--- config.mk ---
export PLATFORM = sky130hd
export DESIGN_NAME = hazard_ctrl
export DESIGN_NICKNAME = d
export VERILOG_FILES = /design/src/rtl/hazard_ctrl.sv
export SDC_FILE = /design/constraint.sdc
export NUM_CORES = 1
export LEC_CHECK = 0
export BUFFER_PORTS_ARGS = -buffer_cell sky130_fd_sc_hd__buf_2
export CAP_MARGIN = 20
export CORE_MARGIN = 10
export CORE_UTILIZATION = 31
export CTS_CLUSTER_SIZE = 25
export DETAILED_ROUTE_END_ITERATION = 10
export PLACE_DENSITY = 0.64
export SLEW_MARGIN = 30
export SYNTH_ARGS = -nofsm -noshare
export SYNTH_HDL_FRONTEND = slang
export SYNTH_SLANG_ARGS = --single-unit
--- constraint.sdc ---
create_clock -name clk -period 1.7 [get_ports clk]
set_input_delay 0.085 -clock clk [delete_from_list [all_inputs] [get_ports clk]]
set_output_delay 0.085 -clock clk [all_outputs]
set_load 0.1 [all_outputs]
--- src/rtl/hazard_ctrl.sv ---
// Hazard/forwarding sequencer for the 5-stage pipe: stall/flush/freeze, EXE operand select and
// data-memory handshake with timeout. Optional performance counters under `HAZARD_PERF_EN`.
module hazard_ctrl #(
  parameter int MEM_TIMEOUT = 15,
  parameter int CNT_W       = 32
) (
  input  logic       clk,
  input  logic       rst,
  input  logic [4:0] rs_id,
  input  logic [4:0] rt_id,
  input  logic       uses_rt_id,
  input  logic       branch_id,
  input  logic       taken_id,
  input  logic [4:0] rs_exe,
  input  logic [4:0] rt_exe,
  input  logic       regwrite_exe,
  input  logic       memtoreg_exe,
  input  logic [4:0] regaddr_exe,
  input  logic       regwrite_mem,
  input  logic       memtoreg_mem,
  input  logic       memwrite_mem,
  input  logic [4:0] regaddr_mem,
  input  logic       regwrite_wb,
  input  logic [4:0] regaddr_wb,
  input  logic       dmem_ready,
  output logic       dmem_req,
  output logic       stall_if,
  output logic       stall_id,
  output logic       flush_id,
  output logic       flush_exe,
  output logic       freeze,
  output logic [1:0] fwd_a,
  output logic [1:0] fwd_b,
  output logic       mem_err
`ifdef HAZARD_PERF_EN
  ,
  output logic [CNT_W-1:0] stall_cnt,
  output logic [CNT_W-1:0] freeze_cnt,
  output logic [CNT_W-1:0] flush_cnt
`endif
);

  typedef enum logic [1:0] {S_RUN = 2'b00, S_WAIT = 2'b01, S_ERR = 2'b10} state_t;

  localparam logic [7:0] TIMEOUT_C = 8'(MEM_TIMEOUT);

  state_t     state_r;
  logic [7:0] wait_cnt_r;
  logic       mem_err_r;
  logic       acc_s;
  logic       lu_s;
  logic       br_hz_s;
  logic       freeze_s;

  function automatic logic [1:0] fwd_sel(input logic [4:0] src, input logic wr_mem,
                                         input logic [4:0] a_mem, input logic wr_wb,
                                         input logic [4:0] a_wb);
    logic [1:0] sel;
    if (wr_mem && (a_mem != 5'd0) && (a_mem == src)) begin
      sel = 2'b10;
    end else if (wr_wb && (a_wb != 5'd0) && (a_wb == src)) begin
      sel = 2'b01;
    end else begin
      sel = 2'b00;
    end
    return sel;
  endfunction

  function automatic logic match_x(input logic [4:0] r, input logic [4:0] rs,
                                   input logic [4:0] rt, input logic use_rt);
    return (r != 5'd0) && ((r == rs) || (use_rt && (r == rt)));
  endfunction

  // Hazard detection, forwarding and the prioritised stall/flush/freeze outputs
  always_comb begin
    acc_s   = memtoreg_mem | memwrite_mem;
    lu_s    = memtoreg_exe && regwrite_exe && match_x(regaddr_exe, rs_id, rt_id, uses_rt_id);
    br_hz_s = branch_id &&
              ((regwrite_exe && match_x(regaddr_exe, rs_id, rt_id, uses_rt_id)) ||
               (memtoreg_mem && match_x(regaddr_mem, rs_id, rt_id, uses_rt_id)));
    fwd_a   = fwd_sel(rs_exe, regwrite_mem, regaddr_mem, regwrite_wb, regaddr_wb);
    fwd_b   = fwd_sel(rt_exe, regwrite_mem, regaddr_mem, regwrite_wb, regaddr_wb);

    // The pipe is released in the very cycle the memory answers
    freeze_s = 1'b0;
    case (state_r)
      S_RUN:   freeze_s = acc_s && !dmem_ready;
      S_WAIT:  freeze_s = !dmem_ready;
      S_ERR:   freeze_s = 1'b1;
      default: freeze_s = 1'b0;
    endcase

    stall_if  = 1'b0;
    stall_id  = 1'b0;
    flush_id  = 1'b0;
    flush_exe = 1'b0;
    freeze    = 1'b0;
    if (rst) begin
      freeze = 1'b0;
    end else if (freeze_s) begin
      freeze = 1'b1;
    end else if (lu_s || br_hz_s) begin
      stall_if  = 1'b1;
      stall_id  = 1'b1;
      flush_exe = 1'b1;
    end else if (branch_id && taken_id) begin
      flush_id = 1'b1;
    end else begin
      flush_id = 1'b0;
    end

    dmem_req = !rst && acc_s && (state_r != S_ERR);
    mem_err  = mem_err_r;
  end

  // Memory handshake FSM with wait-cycle timeout
  always_ff @(posedge clk) begin
    if (rst) begin
      state_r    <= S_RUN;
      wait_cnt_r <= 8'd0;
      mem_err_r  <= 1'b0;
    end else begin
      case (state_r)
        S_RUN: begin
          if (acc_s && !dmem_ready) begin
            state_r    <= S_WAIT;
            wait_cnt_r <= 8'd1;
          end else begin
            wait_cnt_r <= 8'd0;
          end
        end
        S_WAIT: begin
          if (dmem_ready) begin
            state_r    <= S_RUN;
            wait_cnt_r <= 8'd0;
          end else if (wait_cnt_r == TIMEOUT_C) begin
            state_r   <= S_ERR;
            mem_err_r <= 1'b1;
          end else begin
            wait_cnt_r <= wait_cnt_r + 8'd1;
          end
        end
        S_ERR: begin
          mem_err_r <= 1'b1;
        end
        default: begin
          state_r    <= S_RUN;
          wait_cnt_r <= 8'd0;
        end
      endcase
    end
  end

`ifdef HAZARD_PERF_EN
  localparam logic [CNT_W-1:0] CNT_ONE = CNT_W'(1);
  localparam logic [CNT_W-1:0] CNT_MAX = {CNT_W{1'b1}};

  logic [CNT_W-1:0] stall_cnt_r;
  logic [CNT_W-1:0] freeze_cnt_r;
  logic [CNT_W-1:0] flush_cnt_r;

  // Saturating event counters
  always_ff @(posedge clk) begin
    if (rst) begin
      stall_cnt_r  <= '0;
      freeze_cnt_r <= '0;
      flush_cnt_r  <= '0;
    end else begin
      if (stall_id && (stall_cnt_r != CNT_MAX)) stall_cnt_r <= stall_cnt_r + CNT_ONE;
      if (freeze && (freeze_cnt_r != CNT_MAX)) freeze_cnt_r <= freeze_cnt_r + CNT_ONE;
      if ((flush_id || flush_exe) && (flush_cnt_r != CNT_MAX)) flush_cnt_r <= flush_cnt_r + CNT_ONE;
    end
  end

  assign stall_cnt  = stall_cnt_r;
  assign freeze_cnt = freeze_cnt_r;
  assign flush_cnt  = flush_cnt_r;
`endif

endmodule

==> results.ini <==
[layout]
fin_nets = 260
final_common_cell = buf_2
fin_area_um2 = 1900
nFillCells = 331
area_delta_synth_final_pct = 73.2
layout.cells.non_filler = 257
final_layout_size_suffix_gt1_share_pct = 50.2
seq_area_um2 = 220
mostFrequentLayoutCells = buf_2, xor2_1, buf_4, nor2_1, dfxtp_1
multi_input_area_um2 = 1060
diodes = 0

[die]
ioPinCount = 58
die_area_um2 = 6330
die_w_um = 79.6
die_h_um = 79.6
initial_core_util_pct = 32.4
fp.coreArea_um2 = 3390
fp-row-count = 21

[cts]
post_cts_buffers = 0
clock_latency_ns = 0.27
cts.sinks = 11
cts_hold_buf = 0
h-tree-depth = 1
cts_made_buffers = 3
cts_buffer_depth = 2
cts_root_buffer = clkbuf_4
cts_tree = yes
cts.clk_slew.worst_paths_ns = 0.08

[synthesis]
synth_area_leader_cell = xor2_1
syn_area_um2 = 1100
ys_seq_elements = 11
netlist_instances = 144
syn_avg_cell_area_um2 = 7.64
ys_warn_count = 0
seq_area_frac_synth_pct = 20.0
yosys-top-cells-area = xor2_1, dfxtp_1, xnor2_1, nor2_1, nor3_1
yosysTopAreaCellShare_pct = 25.5
syn_nets = 192
ys_types = 32

[detailed_routing]
drt_iter0_markers = 46
wl_um = 3630
remaining_drc_errors = 0
vias = 1261
drtPass1Iterations = 4
routedWlPerCell_um = 14.1
ant_nets = 0
avgViaCountPerCell = 4.91

[timing]
skew_ns = 0.00444
fmaxAchievable_mhz = 614
tightest_slew_ns = 0.492
fin_crit_sh_pct = 95.8
rsz0062_at_grt = true
slew_headroom_pct = 67.4
min_period_ns = 1.63
layout_setup_ws_ns = 0.0706
setup_tns_ns = 0
drv_slew = 0
hold_viol_final = 0
finalSetupViolCount = 0

[setup_path]
critPathKind = register to register
cp_max_fo = 8
cp_top_family = simple AND/OR/NAND/NOR gates
start_kind = register
arrival_ns = 1.80
end_kind = register
path_cells = or4_4 > o31ai_4 > nor3_1 > xnor2_1 > nor2_1
required_ns = 1.87
cp_slowest_cell = or4_4
slowest_delay_ns = 0.54
path_buf_inv = 0

[min_path]
hp-class = primary input to register

[placement]
dpl_cell_area_um2 = 1800
place.gp.congestion = 0.818
pre_cts_ws_ns = 0.0276
numPortBuffers = 57
dpl.hpwl_um = 3140
dp_cells = 253

[power]
p_leak_nw = 0.773
p_total_mw = 0.851
power_density_nw_per_um2 = 447
ir_drop_mv = 0.186

[grt]
grt_antenna_before_repair = 0
grt_max_degree = 10
track_usage_pct = 10.9
grt_pass1_vias = 1329
gr-total-overflow = 0
grt_pass1_wl_um = 5720

[outcome]
status = finished clean

[flow_run]
timing.max_cap.violations = 0

power breakdown:
part | internal (mW) | switching (mW) | total [mW]
logic | 0.169 | 0.226 | 0.395
clock network | 0.0909 | 0.0981 | 0.189
registers | 0.263 | 0.00360 | 0.267
total | 0.523 | 0.328 | 0.851
state kept, by name, indices dropped and copies added, names as in the netlist:
signal,count
wait_cnt_r,8
mem_err,1
state_r,2
metal layers:
layer / vias to the layer above / global-route usage [%] / routed length (um)
li1: 641 / - / -
met1: 583 / 12.4 / 1530
met2: 35 / 18.7 / 1870
met3: 2 / 3.27 / 222
met4: 0 / 3.76 / 14
met5: - / 0 / 0
through the flow:
step           hold slack (ns)  util [%]
2_1_floorplan            0.302         -
5_1_grt                  0.133      56.2
3_3_place_gp             0.401      53.2
4_1_cts                  0.117      54.1
6_report                 0.129      56.2
3_5_place_dp             0.406      53.2
kinds of logic after synthesis:
group | synth area share [%]
AND/OR/NAND/NOR | 27.4
XOR/XNOR | 33.4
AO/OA/AOI/OAI | 14.2
adder cells (fa/ha/maj) | 1.14
flip-flops | 20.0
buffers and inverters | 3.75
cell usage after synthesis:
master,number
or3b_1,1
nand2b_1,1
nor2_1,16
o221ai_1,1
o21ai_0,3
nand2_1,8
a21o_1,1
nor4_1,6
o22ai_1,3
buf_4,2
o21ba_2,1
a32oi_1,2
clkbuf_1,5
a21oi_1,6
nand3_1,7
nor2b_1,2
ha_1,1
a31oi_1,2
nand4_1,2
or4_4,1
a211oi_1,1
inv_1,1
o31ai_4,1
o31ai_1,1
or4_1,4
dfxtp_1,11
or2_1,1
xor2_1,32
nor3_1,9
xnor2_1,10
buf_1,1
or3_1,1
worst reg2reg max path, stage by stage (launching register included):
cell,delay (ns)
dfxtp_1,0.32
or4_4,0.54
o31ai_4,0.34
nor3_1,0.12
xnor2_1,0.15
nor2_1,0.05
repair_timing:
item,in CTS,in global routing
resized for setup,2,15
cloned,0,0
pin swaps,0,8
setup endpoints to repair,4,7
final cells by class:
| class | count | area share [%] |
|---|---|---|
| inverter | 1 | 0.197 |
| sequential | 11 | 11.6 |
| multi-input combinational | 124 | 55.8 |
| tap | 46 | 3.02 |
| clock buffer | 4 | 1.38 |
| timing repair buffer | 71 | 28.1 |
worst paths after layout:
check	endpoint	slack (ns)	from	cells past startpoint
worst max-delay path	wait_cnt_r[6]	0.07	wait_cnt_r[4]	5
worst min-delay path	wait_cnt_r[7]	0.13	rst	2
worst max register to register	wait_cnt_r[6]	0.07	wait_cnt_r[4]	5
worst min register to register	mem_err	0.47	mem_err	2
(Power assumes the default switching activity.)
